==> src/rtl/adc_pkg.sv <==
// Shared definitions for the ADC sample averager: code width, FSM state type
// and a counter-width helper.
package adc_pkg;

  localparam int ADC_CODE_W = 2;

  typedef enum logic [0:0] {
    IDLE  = 1'b0,
    ACCUM = 1'b1
  } state_t;

  // Width of a counter that must hold 0..n-1; always at least one bit.
  function automatic int cnt_w(input int n);
    return (n > 1) ? $clog2(n) : 1;
  endfunction

endpackage

==> src/rtl/code_sync.sv <==
// Two-flop synchronizer, one chain per bit, for bringing the asynchronous
// decoder code into the system clock domain.
module code_sync #(
  parameter int W = 2
) (
  input  logic         clk,
  input  logic         rst_n,
  input  logic [W-1:0] d,
  output logic [W-1:0] q
);

  logic [W-1:0] meta;

  always_ff @(posedge clk or negedge rst_n) begin
    if (!rst_n) begin
      meta <= '0;
      q    <= '0;
    end else begin
      meta <= d;
      q    <= meta;
    end
  end

endmodule

==> src/rtl/adc_sample_averager.sv <==
// Samples the synchronized ADC code every DIV cycles, sums 2^LOG2_N samples
// per window and hands each window sum and average to a valid/ready consumer.
module adc_sample_averager
  import adc_pkg::*;
#(
  parameter int LOG2_N = 3,
  parameter int DIV    = 4,
  parameter int SUM_W  = 2 + LOG2_N
) (
  input  logic                  clk,
  input  logic                  rst_n,
  input  logic                  en,
  input  logic [ADC_CODE_W-1:0] code,
  input  logic                  out_ready,
  output logic                  out_valid,
  output logic [SUM_W-1:0]      out_sum,
  output logic [ADC_CODE_W-1:0] out_avg,
  output logic                  overrun
);

  localparam int                DIV_W    = cnt_w(DIV);
  localparam logic [DIV_W-1:0]  DIV_LAST = DIV_W'(DIV - 1);
  localparam logic [LOG2_N-1:0] SMP_LAST = '1;

  state_t                  state;
  logic [ADC_CODE_W-1:0]   code_s;
  logic [DIV_W-1:0]        div_cnt;
  logic [LOG2_N-1:0]       smp_cnt;
  logic [SUM_W-1:0]        acc;
  logic [SUM_W-1:0]        acc_next;
  logic                    strobe;
  logic                    win_end;
  logic                    xfer;
  logic                    leave;

  code_sync #(
    .W (ADC_CODE_W)
  ) u_code_sync (
    .clk   (clk),
    .rst_n (rst_n),
    .d     (code),
    .q     (code_s)
  );

  // en low wins over a strobe in the same cycle: the partial window is dropped.
  assign leave    = (state == ACCUM) && !en;
  assign strobe   = (state == ACCUM) && en && (div_cnt == DIV_LAST);
  assign win_end  = strobe && (smp_cnt == SMP_LAST);
  assign acc_next = acc + SUM_W'(code_s);

  always_ff @(posedge clk or negedge rst_n) begin
    if (!rst_n) begin
      state   <= IDLE;
      div_cnt <= '0;
      smp_cnt <= '0;
      acc     <= '0;
    end else begin
      case (state)
        IDLE: begin
          div_cnt <= '0;
          smp_cnt <= '0;
          acc     <= '0;
          if (en) state <= ACCUM;
        end
        ACCUM: begin
          if (leave) begin
            state   <= IDLE;
            div_cnt <= '0;
            smp_cnt <= '0;
            acc     <= '0;
          end else begin
            div_cnt <= strobe ? '0 : div_cnt + 1'b1;
            if (strobe) begin
              smp_cnt <= smp_cnt + 1'b1;
              acc     <= win_end ? '0 : acc_next;
            end
          end
        end
        default: state <= IDLE;
      endcase
    end
  end

  // Handshake: a result moves on any cycle where out_valid and out_ready are
  // both high; out_valid/out_sum hold steady until then. A new window end
  // always loads, so a result still unaccepted at that moment is lost and
  // overrun is raised.
  assign xfer = out_valid && out_ready;

  always_ff @(posedge clk or negedge rst_n) begin
    if (!rst_n) begin
      out_valid <= 1'b0;
      out_sum   <= '0;
      overrun   <= 1'b0;
    end else begin
      if (win_end) begin
        out_valid <= 1'b1;
        out_sum   <= acc_next;
        if (out_valid && !out_ready) overrun <= 1'b1;
      end else if (xfer) begin
        out_valid <= 1'b0;
      end
      if (leave) overrun <= 1'b0;
    end
  end

  assign out_avg = ADC_CODE_W'(out_sum >> LOG2_N);

endmodule

==> config.mk <==
export PLATFORM = sky130hd
export DESIGN_NAME = adc_sample_averager
export DESIGN_NICKNAME = d
export VERILOG_FILES = /design/src/rtl/adc_pkg.sv /design/src/rtl/code_sync.sv /design/src/rtl/adc_sample_averager.sv
export SDC_FILE = /design/constraint.sdc
export NUM_CORES = 1
export LEC_CHECK = 0
export BUFFER_PORTS_ARGS = -buffer_cell sky130_fd_sc_hd__buf_2
export CAP_MARGIN = 10
export CORE_MARGIN = 4
export CORE_UTILIZATION = 45
export CTS_BUF_LIST = sky130_fd_sc_hd__clkbuf_16
export CTS_CLUSTER_SIZE = 16
export DETAILED_ROUTE_END_ITERATION = 8
export GPL_TIMING_DRIVEN = 0
export PLACE_DENSITY_LB_ADDON = 0.12
export REMOVE_ABC_BUFFERS = 1
export SYNTH_ARGS = -nofsm -noshare
export SYNTH_HDL_FRONTEND = slang
export SYNTH_SLANG_ARGS = --single-unit
==> constraint.sdc <==
create_clock -name clk -period 2.2 [get_ports clk]
set_input_delay 0.11 -clock clk [delete_from_list [all_inputs] [get_ports clk]]
set_output_delay 0.11 -clock clk [all_outputs]
set_load 0.005 [all_outputs]
==> flow_summary_export.csv, run 1 <==
group,metric,value,unit
timing,setup_slack,0.368,ns
power,pwr-share-seq,50.7,%
critical_path,cp.required,2.34,ns
timing,worst_pin_slew,0.498,ns
yosys,ys_ff_latch,22,
die,io_pins,15,
status,status,"completed",
final_layout,nets,114,
power,pwr-share-clk,45.8,%
power,powerDensity,703,nW/um^2
placement,place_congestion,0.708,
critical_path,max_stage_delay,0.48,ns
power,swShare,18.9,%
critical_path,path_max_fanout,11,
placement,place_hpwl,1.10,mm
timing,slew_viol_final,0,
die,num_rows,16,
timing,max_slew_margin,66.8,%
yosys,synth_area_leaders,"dfrtp_1, ha_1, mux2i_1",
critical_path,worstPathCellList,"ha_1, nand4_1, mux2_2",
yosys,netlist.area_leader.share,55.6,%
global_route,antenna_found_initial,0,
yosys,synth_cell_types,32,
final_layout,drive_gt1_share,20.8,%
global_route,grt.overflow.total,0,
die,initial_utilization,48.9,%
global_route,grt_util_all_layers,13.8,%
drt,drc,0,
critical_path,cp_data_arrival_time,1.97,ns
timing,period_share,83.3,%
global_route,grt_pass1_vias,625,
yosys,yosysTopAreaCell,"dfrtp_1",
timing,finalSetupViolCount,0,
clock_tree,clk_pin_slew,0.06,ns
final_layout,n_fill_cell,174,
die,die-area,3010,sq um
critical_path,critPathCaptureType,"register",
drt,wire_per_inst,12.5,microns
drt,drt-pass1-iter-count,3,
timing,hold_violations,0,
clock_tree,postCtsResizedCells,0,
die,die_y,54.9,microns
global_route,grt_max_degree,23,
yosys,synth_warnings,0,
final_layout,num_antenna_cells,0,
drt,drtAntennaViolNets,0,
timing,period_needed,1.83,ns
drt,vias,636,
flow_run,cap_violations,0,
clock_tree,cts_sinks,22,
final_layout,areaGrowthSynthToFinish,17.7,%
critical_path,cp_top_family,"simple AND/OR/NAND/NOR gates",
die,die_w,54.9,microns
hold_path,hold_path_class,"primary input to register",
power,p_comb_share,3.5,%
timing,rsz0062_at_grt,"no",
timing,tns,0,ns
clock_tree,cts_max_path_buffers,2,
die,core_area,2020,sq um
timing,skew,0.00177,ns
power,switchingPower,0.155,mW
critical_path,reg2reg_slack,0.37,ns
critical_path,critPathBufInv,0,
critical_path,cp-start-kind,"register",
power,p_int,0.664,mW
clock_tree,worst_skew_pair.late_latency,0.25,ns
power,vdd_drop_max,0.000457,V
drt,wl,1.60,mm
clock_tree,cts_max_level,1,
yosys,synth_area,990,sq um
global_route,grt_pass1_wl,2.81,mm
critical_path,worstSetupPathType,"register to register",
yosys,synth_cells,85,
timing,fmax,0.546,GHz
placement,port_buffers,14,
placement,dp_slack,0.350,ns
clock_tree,cts_tree,"built",
yosys,seq_area_frac_synth,55.6,%
clock_tree,post-cts-setup-buffers,0,
clock_tree,cts_buffers,3,
yosys,avgSynthCellArea,11.6,sq um
final_layout,fin_util,57.6,%
power,power_leakage,0.571,nW
drt,drt_iter0_drc,10,
drt,viasPerCell,4.97,
clock_tree,clock-root-buffer,"clkbuf_16",
critical_path,critPathSlowestCell,"nand4_1",
## layer usage
layer  vias to the layer above  routed length, microns  GRT usage [%]
met5                         -                       0              0
met4                         0                      29           7.29
met3                         4                      91           4.02
met2                        17                     699           21.5
met1                       290                     776           17.3
li1                        325                       -              -
## metrics by stage
| step | hold WS (ns) | power (mW) | cell area (sq um) | instances |
|---|---|---|---|---|
| finish | 0.0526 | 0.819 | 1160 | 128 |
| global placement | 0.100 | 0.447 | 1060 | 121 |
| floorplan | -0.186 | 0.430 | 952 | 80 |
| detailed placement | 0.104 | 0.448 | 1060 | 121 |
| global route | 0.0507 | 0.856 | 1160 | 128 |
| CTS | 0.0523 | 0.830 | 1160 | 128 |
## placed cells by master, fill, tap and decap left out
| cell | instances |
|---|---|
| a21oi_1 | 3 |
| nor3_2 | 1 |
| a32oi_1 | 1 |
| dfrtp_1 | 22 |
| nor2_1 | 4 |
| a2bb2oi_1 | 1 |
| nand4_1 | 3 |
| nor2b_1 | 3 |
| o21ai_1 | 1 |
| buf_2 | 14 |
| o41ai_1 | 1 |
| inv_1 | 5 |
| or4_1 | 1 |
| mux2i_1 | 3 |
| o31ai_1 | 1 |
| nand3_1 | 1 |
| xnor2_1 | 1 |
| nor3_1 | 1 |
| fa_1 | 1 |
| ha_1 | 5 |
| dlygate4sd3_1 | 3 |
| nand3b_1 | 2 |
| nor3b_1 | 1 |
| xor2_1 | 2 |
| a21o_1 | 1 |
| o21ai_0 | 5 |
| clkbuf_16 | 3 |
| mux2_2 | 1 |
| inv_6 | 1 |
| nand2_2 | 1 |
| nand2_1 | 6 |
| clkinv_1 | 1 |
| and3_1 | 1 |
## cell usage after synthesis (all sizes together)
cell	instances
mux2	1
nand4	3
nor2	4
o41ai	1
nand2	7
nor3	2
buf	4
o31ai	1
xnor2	1
fa	1
nand3b	2
clkbuf	1
nor3b	1
a2bb2oi	1
ha	5
a21o	1
o21ai	6
a32oi	1
a21oi	3
mux2i	3
inv	6
nor2b	3
or4	1
xor2	2
and3	1
dfrtp	22
nand3	1
## cell families (layout without fill, tap and decap cells)
logic type,count (synthesis),count (layout),share of synthesized area [%]
multiplexers,4,4,4.17
XOR/XNOR,3,3,2.66
AO/OA/AOI/OAI,14,14,8.72
flip-flops,22,22,55.6
AND/OR/NAND/NOR,25,25,13.9
adder cells (fa/ha/maj),6,6,8.34
buffers and inverters,11,27,6.57
## power groups by stage
stage	Sequential [mW]	Clock (mW)	Combinational (mW)
after CTS	0.415	0.385	0.0296
after detailed placement	0.422	0	0.0255
final	0.415	0.375	0.0286
after floorplan	0.421	0	0.00870
after global routing	0.416	0.407	0.0331
after global placement	0.422	0	0.0247
## layout make-up
cell class / count / area, sq um / share of cell area (%)
Clock buffer: 3 / 75.1 / 6.44
Clock inverter: 1 / 3.75 / 0.322
Inverter: 6 / 27.5 / 2.36
Multi-Input combinational cell: 52 / 374 / 32.1
Sequential cell: 22 / 551 / 47.3
Tap cell: 27 / 33.8 / 2.90
Timing Repair Buffer: 17 / 100 / 8.59
## path summary, 6_finish.rpt
kind                       cells past startpoint           startpoint                to
min in group asynchronous                      2                rst_n        out_sum[3]
setup / recovery                               3           div_cnt[0]        out_sum[0]
max in group asynchronous                      2                rst_n        out_sum[4]
setup reg to reg                               3           div_cnt[0]        out_sum[0]
hold reg to reg                                0  u_code_sync.meta[1]  u_code_sync.q[1]
hold / removal                                 1                   en             state
## repair_timing
| item | CTS | global route |
|---|---|---|
| hold endpoints to repair | 24 | 0 |
| endpoints found under the setup margin | 0 | 0 |
| hold buffers | 3 | 0 |
## state kept, by name (all words and copies together) (netlist names), 2 cells and up
| name | count |
|---|---|
| acc | 5 |
| div_cnt | 2 |
| out_sum | 5 |
| smp_cnt | 3 |
| u_code_sync.meta | 2 |
| u_code_sync.q | 2 |
Note: power is estimated with default switching activity, not from simulation.
==> run 2: changes to the inputs <==
==> constraint.sdc (replaced) <==
create_clock -name clk -period 1.8 [get_ports clk]
set_input_delay 0.09 -clock clk [delete_from_list [all_inputs] [get_ports clk]]
set_output_delay 0.09 -clock clk [all_outputs]
set_load 0.005 [all_outputs]
==> run 2 against run 1 <==
Clock-buffer cell count unchanged. Sequential share of layout area shrank 0.70 points. Register-to-register slack lost 0.24 ns. Critical path depth grew 2. Critical path type unchanged.
==> flow_summary_export.csv, run 2 (synthesized netlist as in run 1, its figures left out) <==
group,metric,value,unit
die,die-area,3010,sq um
clock_tree,cts_sinks,22,
status,status,"completed",
global_route,grt.overflow.total,0,
flow_run,cap_violations,0,
power,power_leakage,0.579,nW
global_route,antenna_found_initial,0,
placement,dp_slack,-0.0496,ns
die,core_area,2020,sq um
drt,viasPerCell,4.94,
critical_path,critPathSlowestCell,"or4_1",
timing,rsz0062_at_grt,"no",
hold_path,hold_path_class,"primary input to register",
placement,place_hpwl,1.10,mm
die,initial_utilization,48.9,%
critical_path,cp_top_family,"adder cells",
clock_tree,cts_max_path_buffers,2,
drt,drt-pass1-iter-count,4,
global_route,grt_pass1_vias,622,
timing,setup_slack,0.125,ns
timing,hold_violations,0,
critical_path,cp.required,1.98,ns
final_layout,num_antenna_cells,0,
die,num_rows,16,
critical_path,critPathBufInv,1,
placement,port_buffers,14,
clock_tree,cts_buffers,3,
drt,wl,1.63,mm
die,die_w,54.9,microns
final_layout,reg_top3,"acc x5, out_sum x5, smp_cnt x3",
final_layout,n_fill_cell,170,
critical_path,cp-start-kind,"register",
timing,fmax,0.597,GHz
drt,drt_iter0_drc,9,
critical_path,cp_data_arrival_time,1.85,ns
timing,max_slew_margin,67.2,%
timing,slew_viol_final,0,
clock_tree,worst_skew_pair.late_latency,0.25,ns
timing,period_share,93.1,%
clock_tree,cts_max_level,1,
final_layout,areaGrowthSynthToFinish,19.5,%
clock_tree,clk_pin_slew,0.05,ns
clock_tree,clock-root-buffer,"clkbuf_16",
global_route,grt_max_degree,23,
global_route,grt_util_all_layers,13.8,%
power,vdd_drop_max,0.000557,V
critical_path,worstSetupPathType,"register to register",
critical_path,critPathCaptureType,"register",
global_route,grt_pass1_wl,2.82,mm
critical_path,worstPathCellList,"ha_1, inv_1, fa_2, or4_1, a21oi_1",
power,powerDensity,847,nW/um^2
critical_path,max_stage_delay,0.47,ns
timing,period_needed,1.68,ns
placement,place_congestion,0.708,
final_layout,nets,116,
final_layout,layout_commonest_cell,"dfrtp_1",
final_layout,fin_util,58.5,%
critical_path,path_max_fanout,4,
timing,skew,0.00145,ns
critical_path,reg2reg_slack,0.12,ns
drt,vias,642,
timing,worst_pin_slew,0.493,ns
timing,holdWs,0.0338,ns
die,die_y,54.9,microns
drt,drtAntennaViolNets,0,
die,io_pins,15,
clock_tree,cts_tree,"built",
final_layout,drive_gt1_share,23.3,%
final_layout,final_cell_mix,"dfrtp_1, buf_2, nand2_1",
drt,wire_per_inst,12.5,microns
timing,finalSetupViolCount,0,
drt,drc,0,
-- run 2: repair_timing --
item / 4_1_cts / 5_1_grt
resized for setup: 0 / 1
setup endpoints to repair: 2 / 2
hold endpoints to repair: 24 / 0
buffers inserted: 2 / 0
pin swaps: 1 / 0
hold buffers: 3 / 0
-- run 2: final timing paths --
kind,cells past startpoint,start,endpoint
worst max-delay path,5,acc[0],acc[2]
worst min-delay path,1,en,state
worst max register to register,5,acc[0],acc[2]
worst min register to register,0,u_code_sync.meta[1],u_code_sync.q[1]
max in group asynchronous,2,rst_n,out_sum[4]
min in group asynchronous,2,rst_n,out_sum[1]
-- run 2: worst register-to-register path, stage by stage (launching register included) --
cell,delay (ns)
dfrtp_1,0.35
ha_1,0.20
inv_1,0.07
fa_2,0.37
or4_1,0.47
a21oi_1,0.14
-- run 2: where the power goes --
group | internal, mW | leakage (nW) | total (mW) | switching, mW
clock | 0.296 | 0.0385 | 0.458 | 0.162
combinational | 0.0132 | 0.246 | 0.0356 | 0.0224
sequential | 0.503 | 0.295 | 0.507 | 0.00466
-- run 2: stage by stage --
stage	instances	power (mW)	TNS, ns	cell area (sq um)
floorplan	80	0.526	0	952
global placement	121	0.546	-0.0354	1060
detailed placement	121	0.547	-0.0895	1060
CTS	130	1.01	0	1180
global route	130	1.05	0	1180
finish	130	1.00	0	1180
-- run 2: area by class of cell --
cell class | instances | area [sq um] | area share, %
sequential | 22 | 551 | 46.6
multi-input combinational | 52 | 377 | 31.9
timing repair buffer | 19 | 115 | 9.74
clock buffer | 3 | 75.1 | 6.35
tap | 27 | 33.8 | 2.86
inverter | 6 | 27.5 | 2.33
clock inverter | 1 | 3.75 | 0.317
-- run 2: routing by layer --
| layer | GRT usage (%) | wire (microns) | vias to the layer above |
|---|---|---|---|
| li1 | - | - | 328 |
| met1 | 17.7 | 798 | 293 |
| met2 | 21.1 | 710 | 17 |
| met3 | 4.02 | 89 | 4 |
| met4 | 7.29 | 29 | 0 |
| met5 | 0 | 0 | - |
